### src/rtl/pc_fetch_ctrl_if.sv
// Fetch-side bus between the PC/IF-ID controller and the rest of the pipeline.
// The master is the controller. The slave is the pipeline, instruction memory and debug side.
interface pc_fetch_ctrl_if #(
  parameter int CNT_W = 32
) ();
  logic             stall;
  logic [31:0]      imem_rdata;
  logic             jmp;
  logic             correct_b;
  logic [31:0]      npc;
  logic             halt;
  logic             go;
  logic [31:0]      pc;
  logic [31:0]      ifid_pc1;
  logic [31:0]      ifid_instr;
  logic             ifid_valid;
  logic             flush;
  logic             halted;
  logic [CNT_W-1:0] cnt_taken;
  logic [CNT_W-1:0] cnt_jump;
  logic [CNT_W-1:0] cnt_stall;

  modport master (
    input  stall, imem_rdata, jmp, correct_b, npc, halt, go,
    output pc, ifid_pc1, ifid_instr, ifid_valid, flush, halted,
           cnt_taken, cnt_jump, cnt_stall
  );

  modport slave (
    output stall, imem_rdata, jmp, correct_b, npc, halt, go,
    input  pc, ifid_pc1, ifid_instr, ifid_valid, flush, halted,
           cnt_taken, cnt_jump, cnt_stall
  );
endinterface

### src/rtl/pc_fetch_ctrl.sv
// PC register and IF/ID fetch controller.
// It handles redirects with a one-slot flush, load-use stalls, halt/resume,
// and saturating counters for taken branches, jumps and stall cycles.
module pc_fetch_ctrl #(
  parameter logic [31:0] RESET_PC = 32'h0000_0000,
  parameter int          CNT_W    = 32
) (
  input logic             clk,
  input logic             rst_n,
  pc_fetch_ctrl_if.master bus
);

  typedef enum logic {RUN = 1'b0, HALTED = 1'b1} state_t;

  state_t           state_reg, state_next;
  logic [31:0]      pc_reg, pc_next;
  logic [31:0]      ifid_pc1_reg, ifid_pc1_next;
  logic [31:0]      ifid_instr_reg, ifid_instr_next;
  logic             ifid_valid_reg, ifid_valid_next;
  logic [CNT_W-1:0] cnt_taken_reg, cnt_taken_next;
  logic [CNT_W-1:0] cnt_jump_reg, cnt_jump_next;
  logic [CNT_W-1:0] cnt_stall_reg, cnt_stall_next;
  logic             flush_comb;
  logic             id_live;
  logic             redirect_req;
  logic             halt_req;
  logic [31:0]      pc_plus4;

  // A bubble in ID, or a stalled ID, can never redirect or halt.
  assign id_live      = ifid_valid_reg & ~bus.stall;
  // Halt wins over a redirect from the same instruction.
  assign redirect_req = id_live & (bus.jmp | bus.correct_b) & ~bus.halt;
  assign halt_req     = id_live & bus.halt;
  assign pc_plus4     = pc_reg + 32'd4;

  function automatic logic [CNT_W-1:0] sat_inc(input logic [CNT_W-1:0] c);
    return (&c) ? c : c + {{(CNT_W-1){1'b0}}, 1'b1};
  endfunction

  // FSM state register.
  always_ff @(posedge clk or negedge rst_n) begin
    if (!rst_n) state_reg <= RUN;
    else        state_reg <= state_next;
  end

  // Next-state logic: enter HALTED when a halt is accepted, and leave it on go.
  always_comb begin
    state_next = state_reg;
    case (state_reg)
      RUN:     if (halt_req) state_next = HALTED;
      HALTED:  if (bus.go)   state_next = RUN;
      default: state_next = RUN;
    endcase
  end

  // Output/datapath logic: the priority order is stall, halt, redirect, then sequential fetch.
  always_comb begin
    pc_next         = pc_reg;
    ifid_pc1_next   = ifid_pc1_reg;
    ifid_instr_next = ifid_instr_reg;
    ifid_valid_next = ifid_valid_reg;
    cnt_taken_next  = cnt_taken_reg;
    cnt_jump_next   = cnt_jump_reg;
    cnt_stall_next  = cnt_stall_reg;
    flush_comb      = 1'b0;
    if (state_reg == RUN) begin
      if (bus.stall) begin
        cnt_stall_next = sat_inc(cnt_stall_reg);
      end else if (halt_req) begin
        // PC holds, so the instruction now in IF is refetched after resume.
        ifid_pc1_next   = 32'd0;
        ifid_instr_next = 32'd0;
        ifid_valid_next = 1'b0;
      end else if (redirect_req) begin
        flush_comb      = 1'b1;
        pc_next         = bus.npc;
        ifid_pc1_next   = 32'd0;
        ifid_instr_next = 32'd0;
        ifid_valid_next = 1'b0;
        if (bus.jmp) cnt_jump_next  = sat_inc(cnt_jump_reg);
        else         cnt_taken_next = sat_inc(cnt_taken_reg);
      end else begin
        pc_next         = pc_plus4;
        ifid_pc1_next   = pc_plus4;
        ifid_instr_next = bus.imem_rdata;
        ifid_valid_next = 1'b1;
      end
    end
  end

  // PC, IF/ID and counter registers.
  always_ff @(posedge clk or negedge rst_n) begin
    if (!rst_n) begin
      pc_reg         <= RESET_PC;
      ifid_pc1_reg   <= 32'd0;
      ifid_instr_reg <= 32'd0;
      ifid_valid_reg <= 1'b0;
      cnt_taken_reg  <= '0;
      cnt_jump_reg   <= '0;
      cnt_stall_reg  <= '0;
    end else begin
      pc_reg         <= pc_next;
      ifid_pc1_reg   <= ifid_pc1_next;
      ifid_instr_reg <= ifid_instr_next;
      ifid_valid_reg <= ifid_valid_next;
      cnt_taken_reg  <= cnt_taken_next;
      cnt_jump_reg   <= cnt_jump_next;
      cnt_stall_reg  <= cnt_stall_next;
    end
  end

  assign bus.pc         = pc_reg;
  assign bus.ifid_pc1   = ifid_pc1_reg;
  assign bus.ifid_instr = ifid_instr_reg;
  assign bus.ifid_valid = ifid_valid_reg;
  assign bus.flush      = flush_comb;
  assign bus.halted     = (state_reg == HALTED);
  assign bus.cnt_taken  = cnt_taken_reg;
  assign bus.cnt_jump   = cnt_jump_reg;
  assign bus.cnt_stall  = cnt_stall_reg;

endmodule
### src/flat_wrapper.sv
// flat-port wrapper written by rule: the top's interface ports become plain ports
module pc_fetch_ctrl_flat 
#(
  parameter logic [31:0] RESET_PC = 32'h0000_0000,
  parameter int          CNT_W    = 32
)
  (clk, rst_n, bus_stall, bus_imem_rdata, bus_jmp, bus_correct_b, bus_npc, bus_halt, bus_go, bus_pc, bus_ifid_pc1, bus_ifid_instr, bus_ifid_valid, bus_flush, bus_halted, bus_cnt_taken, bus_cnt_jump, bus_cnt_stall);
  pc_fetch_ctrl_if #(.CNT_W(CNT_W)) bus_i ();
  input logic clk;
  input logic rst_n;
  input wire logic [$bits(bus_i.stall)-1:0] bus_stall;
  input wire logic [$bits(bus_i.imem_rdata)-1:0] bus_imem_rdata;
  input wire logic [$bits(bus_i.jmp)-1:0] bus_jmp;
  input wire logic [$bits(bus_i.correct_b)-1:0] bus_correct_b;
  input wire logic [$bits(bus_i.npc)-1:0] bus_npc;
  input wire logic [$bits(bus_i.halt)-1:0] bus_halt;
  input wire logic [$bits(bus_i.go)-1:0] bus_go;
  output wire logic [$bits(bus_i.pc)-1:0] bus_pc;
  output wire logic [$bits(bus_i.ifid_pc1)-1:0] bus_ifid_pc1;
  output wire logic [$bits(bus_i.ifid_instr)-1:0] bus_ifid_instr;
  output wire logic [$bits(bus_i.ifid_valid)-1:0] bus_ifid_valid;
  output wire logic [$bits(bus_i.flush)-1:0] bus_flush;
  output wire logic [$bits(bus_i.halted)-1:0] bus_halted;
  output wire logic [$bits(bus_i.cnt_taken)-1:0] bus_cnt_taken;
  output wire logic [$bits(bus_i.cnt_jump)-1:0] bus_cnt_jump;
  output wire logic [$bits(bus_i.cnt_stall)-1:0] bus_cnt_stall;
  assign bus_i.stall = bus_stall;
  assign bus_i.imem_rdata = bus_imem_rdata;
  assign bus_i.jmp = bus_jmp;
  assign bus_i.correct_b = bus_correct_b;
  assign bus_i.npc = bus_npc;
  assign bus_i.halt = bus_halt;
  assign bus_i.go = bus_go;
  assign bus_pc = bus_i.pc;
  assign bus_ifid_pc1 = bus_i.ifid_pc1;
  assign bus_ifid_instr = bus_i.ifid_instr;
  assign bus_ifid_valid = bus_i.ifid_valid;
  assign bus_flush = bus_i.flush;
  assign bus_halted = bus_i.halted;
  assign bus_cnt_taken = bus_i.cnt_taken;
  assign bus_cnt_jump = bus_i.cnt_jump;
  assign bus_cnt_stall = bus_i.cnt_stall;
  pc_fetch_ctrl #(.RESET_PC(RESET_PC), .CNT_W(CNT_W)) u_core (.clk(clk), .rst_n(rst_n), .bus(bus_i));
endmodule
### config.mk
export PLATFORM = sky130hd
export DESIGN_NAME = pc_fetch_ctrl_flat
export DESIGN_NICKNAME = d
export VERILOG_FILES = /design/src/rtl/pc_fetch_ctrl_if.sv /design/src/rtl/pc_fetch_ctrl.sv /design/src/flat_wrapper.sv
export SDC_FILE = /design/constraint.sdc
export NUM_CORES = 1
export LEC_CHECK = 0
export ABC_CLOCK_PERIOD_IN_PS = 5100
export BUFFER_PORTS_ARGS = -buffer_cell sky130_fd_sc_hd__buf_4
export CELL_PAD_IN_SITES_DETAIL_PLACEMENT = 1
export CELL_PAD_IN_SITES_GLOBAL_PLACEMENT = 1
export CORE_MARGIN = 1.5
export CORE_UTILIZATION = 41
export DETAILED_ROUTE_END_ITERATION = 7
export PLACE_DENSITY_LB_ADDON = 0.2
export REMOVE_ABC_BUFFERS = 1
export SYNTH_ARGS = -nofsm -noshare
export SYNTH_HDL_FRONTEND = slang
export SYNTH_SLANG_ARGS = --single-unit
### constraint.sdc
create_clock -name clk -period 5.1 [get_ports clk]
set_input_delay 0.255 -clock clk [delete_from_list [all_inputs] [get_ports clk]]
set_output_delay 0.255 -clock clk [all_outputs]
set_load 0.005 [all_outputs]
==> reports/summary.txt <==
synth unique cells -> 55
FMAX -> 0.322 GHz
Design Power -> 5.16 mW
Leak Pwr -> 5.61 nW
Avg Vias per Cell -> 5.56
Final Hold Fails -> 0
Syn Area/Cell -> 11.0 sq um
WL per Instance -> 19.9 microns
most frequent cells in the layout -> buf_4 (270), dfrtp_1 (194), nand2_1 (79), xnor2_1 (73), nand4_1 (52)
Synth-to-Final Area Change -> 32.0%
routed length on met2 -> 13.8 mm
CTS root buffer -> clkbuf_16
Mapped Cells -> 826
RSZ-0062 raised after global routing -> no
Max Root-Sink Buffers -> 2
post-layout util -> 55.0%
vias -> 7628
setup TNS -> 0 ns
1st-iter DRT viols -> 285
n_diodes -> 0
Starting Density -> 41.7%
Pins Over Slew Limit -> 0
Post-Syn Area -> 9060 sq um
WHS Path Cells -> 3
site row count -> 54
routed wl met3 -> 1.27 mm
Critical Path RT -> 5.40 ns
die width -> 152 microns
Final Setup Violations -> 0
final instance area -> 12000 sq um
Placer Congestion -> 0.844
commonest non-fill, non-tap cell in the layout -> buf_4
Area contributors post-synth -> dfrtp_1 (54%), xnor2_1 (7.1%), xor2_1 (4.4%)
CP Launch Type -> flop
Synth Warn # -> 0
Worst Path Arrival -> 3.40 ns
# Post-CTS Setup Buffers -> 0
Primary FF master, synth -> dfrtp_1
later-pin clock latency in the skew report -> 0.44 ns
drt drc -> 0
Post-synth EDFFs -> 0
worst slew pin tran -> 1.11 ns
Worst Path Max Fanout -> 53
Hold Slack -> 0.0278 ns
fillers -> 2415
DR top layer -> met4
placed insts -> 1339
first-pass GRT wire length -> 43.3 mm
largest net degree at the start of global routing -> 110
Die H -> 152 microns
Ports -> 266
fraction of layout cells with a size suffix above 1 -> 30.4%
relative slew slack -> 25.9%
Clock transition at path regs -> 0.08 ns
final period utilization -> 60.8%
post-layout net count -> 1155
post-cts resize count -> 0
VDD IR max -> 213 uV
PD cells -> 431 nW/um^2
WL final -> 27.3 mm
1st-pass router iterations -> 4
sequential area share after synthesis -> 53.6%
total track usage -> 24.1%
total CTS buffers -> 17
Setup CP Type -> flop to flop
DRT antenna net count -> 0
DP HPWL -> 19.4 mm
H-tree depth -> 4
Cell Area, Placed -> 11300 sq um
Crit. End Element -> flop
Post-synth ARST share -> 100%
die area -> 23000 sq um
status -> complete, no violations
number of global-route vias before repair -> 7776
clock sink count -> 194
fin cells -> 1373
grt total ovfl -> 0
Setup WS post-layout -> 2.00 ns
M1 WL -> 12.0 mm
port bufs -> 265
worst min path class -> primary input to flop
Synth Register Bits -> 194
CTS tree -> built
Clock Skew -> 0.0174 ns
Core ar. -> 21800 sq um
pre-CTS setup slack -> 1.95 ns
area share of the largest cell type after synthesis -> 53.6%
Final min period -> 3.10 ns
leading area contributor after synthesis -> dfrtp_1
initial antenna violation count -> 0
Max Cap Viol -> 0
FF-to-FF path depth -> 4
layout make-up:
class	instances	area, sq um	area share (%)
Multi-Input combinational cell	591	4050	33.9
Timing Repair Buffer	273	2060	17.2
Clock buffer	17	425	3.55
Inverter	3	11.3	0.0941
Tap cell	280	350	2.93
Sequential cell	194	4850	40.6
Clock inverter	15	214	1.79
cells in the mapped netlist (all sizes together) (2+ instances only):
| cell | n |
|---|---|
| a211oi | 2 |
| a21o | 10 |
| a21oi | 8 |
| a221o | 14 |
| a22o | 37 |
| a22oi | 5 |
| a31oi | 5 |
| and2 | 11 |
| and3 | 25 |
| and4 | 15 |
| buf | 14 |
| clkbuf | 24 |
| dfrtp | 194 |
| ha | 4 |
| inv | 3 |
| mux2 | 5 |
| nand2 | 80 |
| nand3 | 52 |
| nand4 | 55 |
| nor2 | 20 |
| nor2b | 3 |
| nor3 | 29 |
| nor3b | 5 |
| nor4 | 15 |
| nor4b | 2 |
| o211a | 3 |
| o21ai | 48 |
| o311ai | 6 |
| or4 | 2 |
| xnor2 | 73 |
| xor2 | 46 |
power by group:
part	switching, mW	total [mW]	internal [mW]
clock	0.690	1.45	0.761
sequential	0.447	2.33	1.88
combinational	0.604	1.37	0.770
total	1.74	5.16	3.41
layer usage:
metal  vias up  track usage, %
met5         -               0
met4         0            5.82
met3        16            4.04
met2       189            40.3
met1      3888            32.8
li1       3535               -
kinds of logic after synthesis:
family / synth area share (%)
fa+ha+maj: 0.552
mux: 0.731
buf+inv: 1.88
xor+xnor: 11.5
flops: 53.6
compound gates: 11.5
simple gates: 20.2
critical path: stages (launching register included):
cell      delay (ns)
dfrtp_1         0.49
or2_2           0.34
a21oi_1         0.76
nand2_2         0.78
o311ai_0        0.58
what timing repair did:
| action | in CTS | in global routing |
|---|---|---|
| setup endpoints to repair | 0 | 0 |
| endpoints found under the hold margin | 58 | 0 |
| hold buffers | 2 | 0 |
path summary, 6_finish.rpt:
| path | start | endpoint | slack (ns) |
|---|---|---|---|
| setup / recovery | u_core.bus.halted$_DFF_PN0_ | u_core.bus.pc[13]$_DFFE_PN0P_ | 2.00 |
| hold / removal | bus_npc[5] | u_core.bus.pc[5]$_DFFE_PN0P_ | 0.03 |
| setup reg to reg | u_core.bus.halted$_DFF_PN0_ | u_core.bus.pc[13]$_DFFE_PN0P_ | 2.00 |
| hold reg to reg | u_core.bus.ifid_pc1[24]$_DFFE_PN0P_ | u_core.bus.ifid_pc1[24]$_DFFE_PN0P_ | 0.48 |
| max in group asynchronous | rst_n | u_core.bus.ifid_pc1[22]$_DFFE_PN0P_ | 3.38 |
| min in group asynchronous | rst_n | u_core.bus.cnt_stall[31]$_DFFE_PN0P_ | 0.48 |
Note: power is estimated with default switching activity, not from simulation.
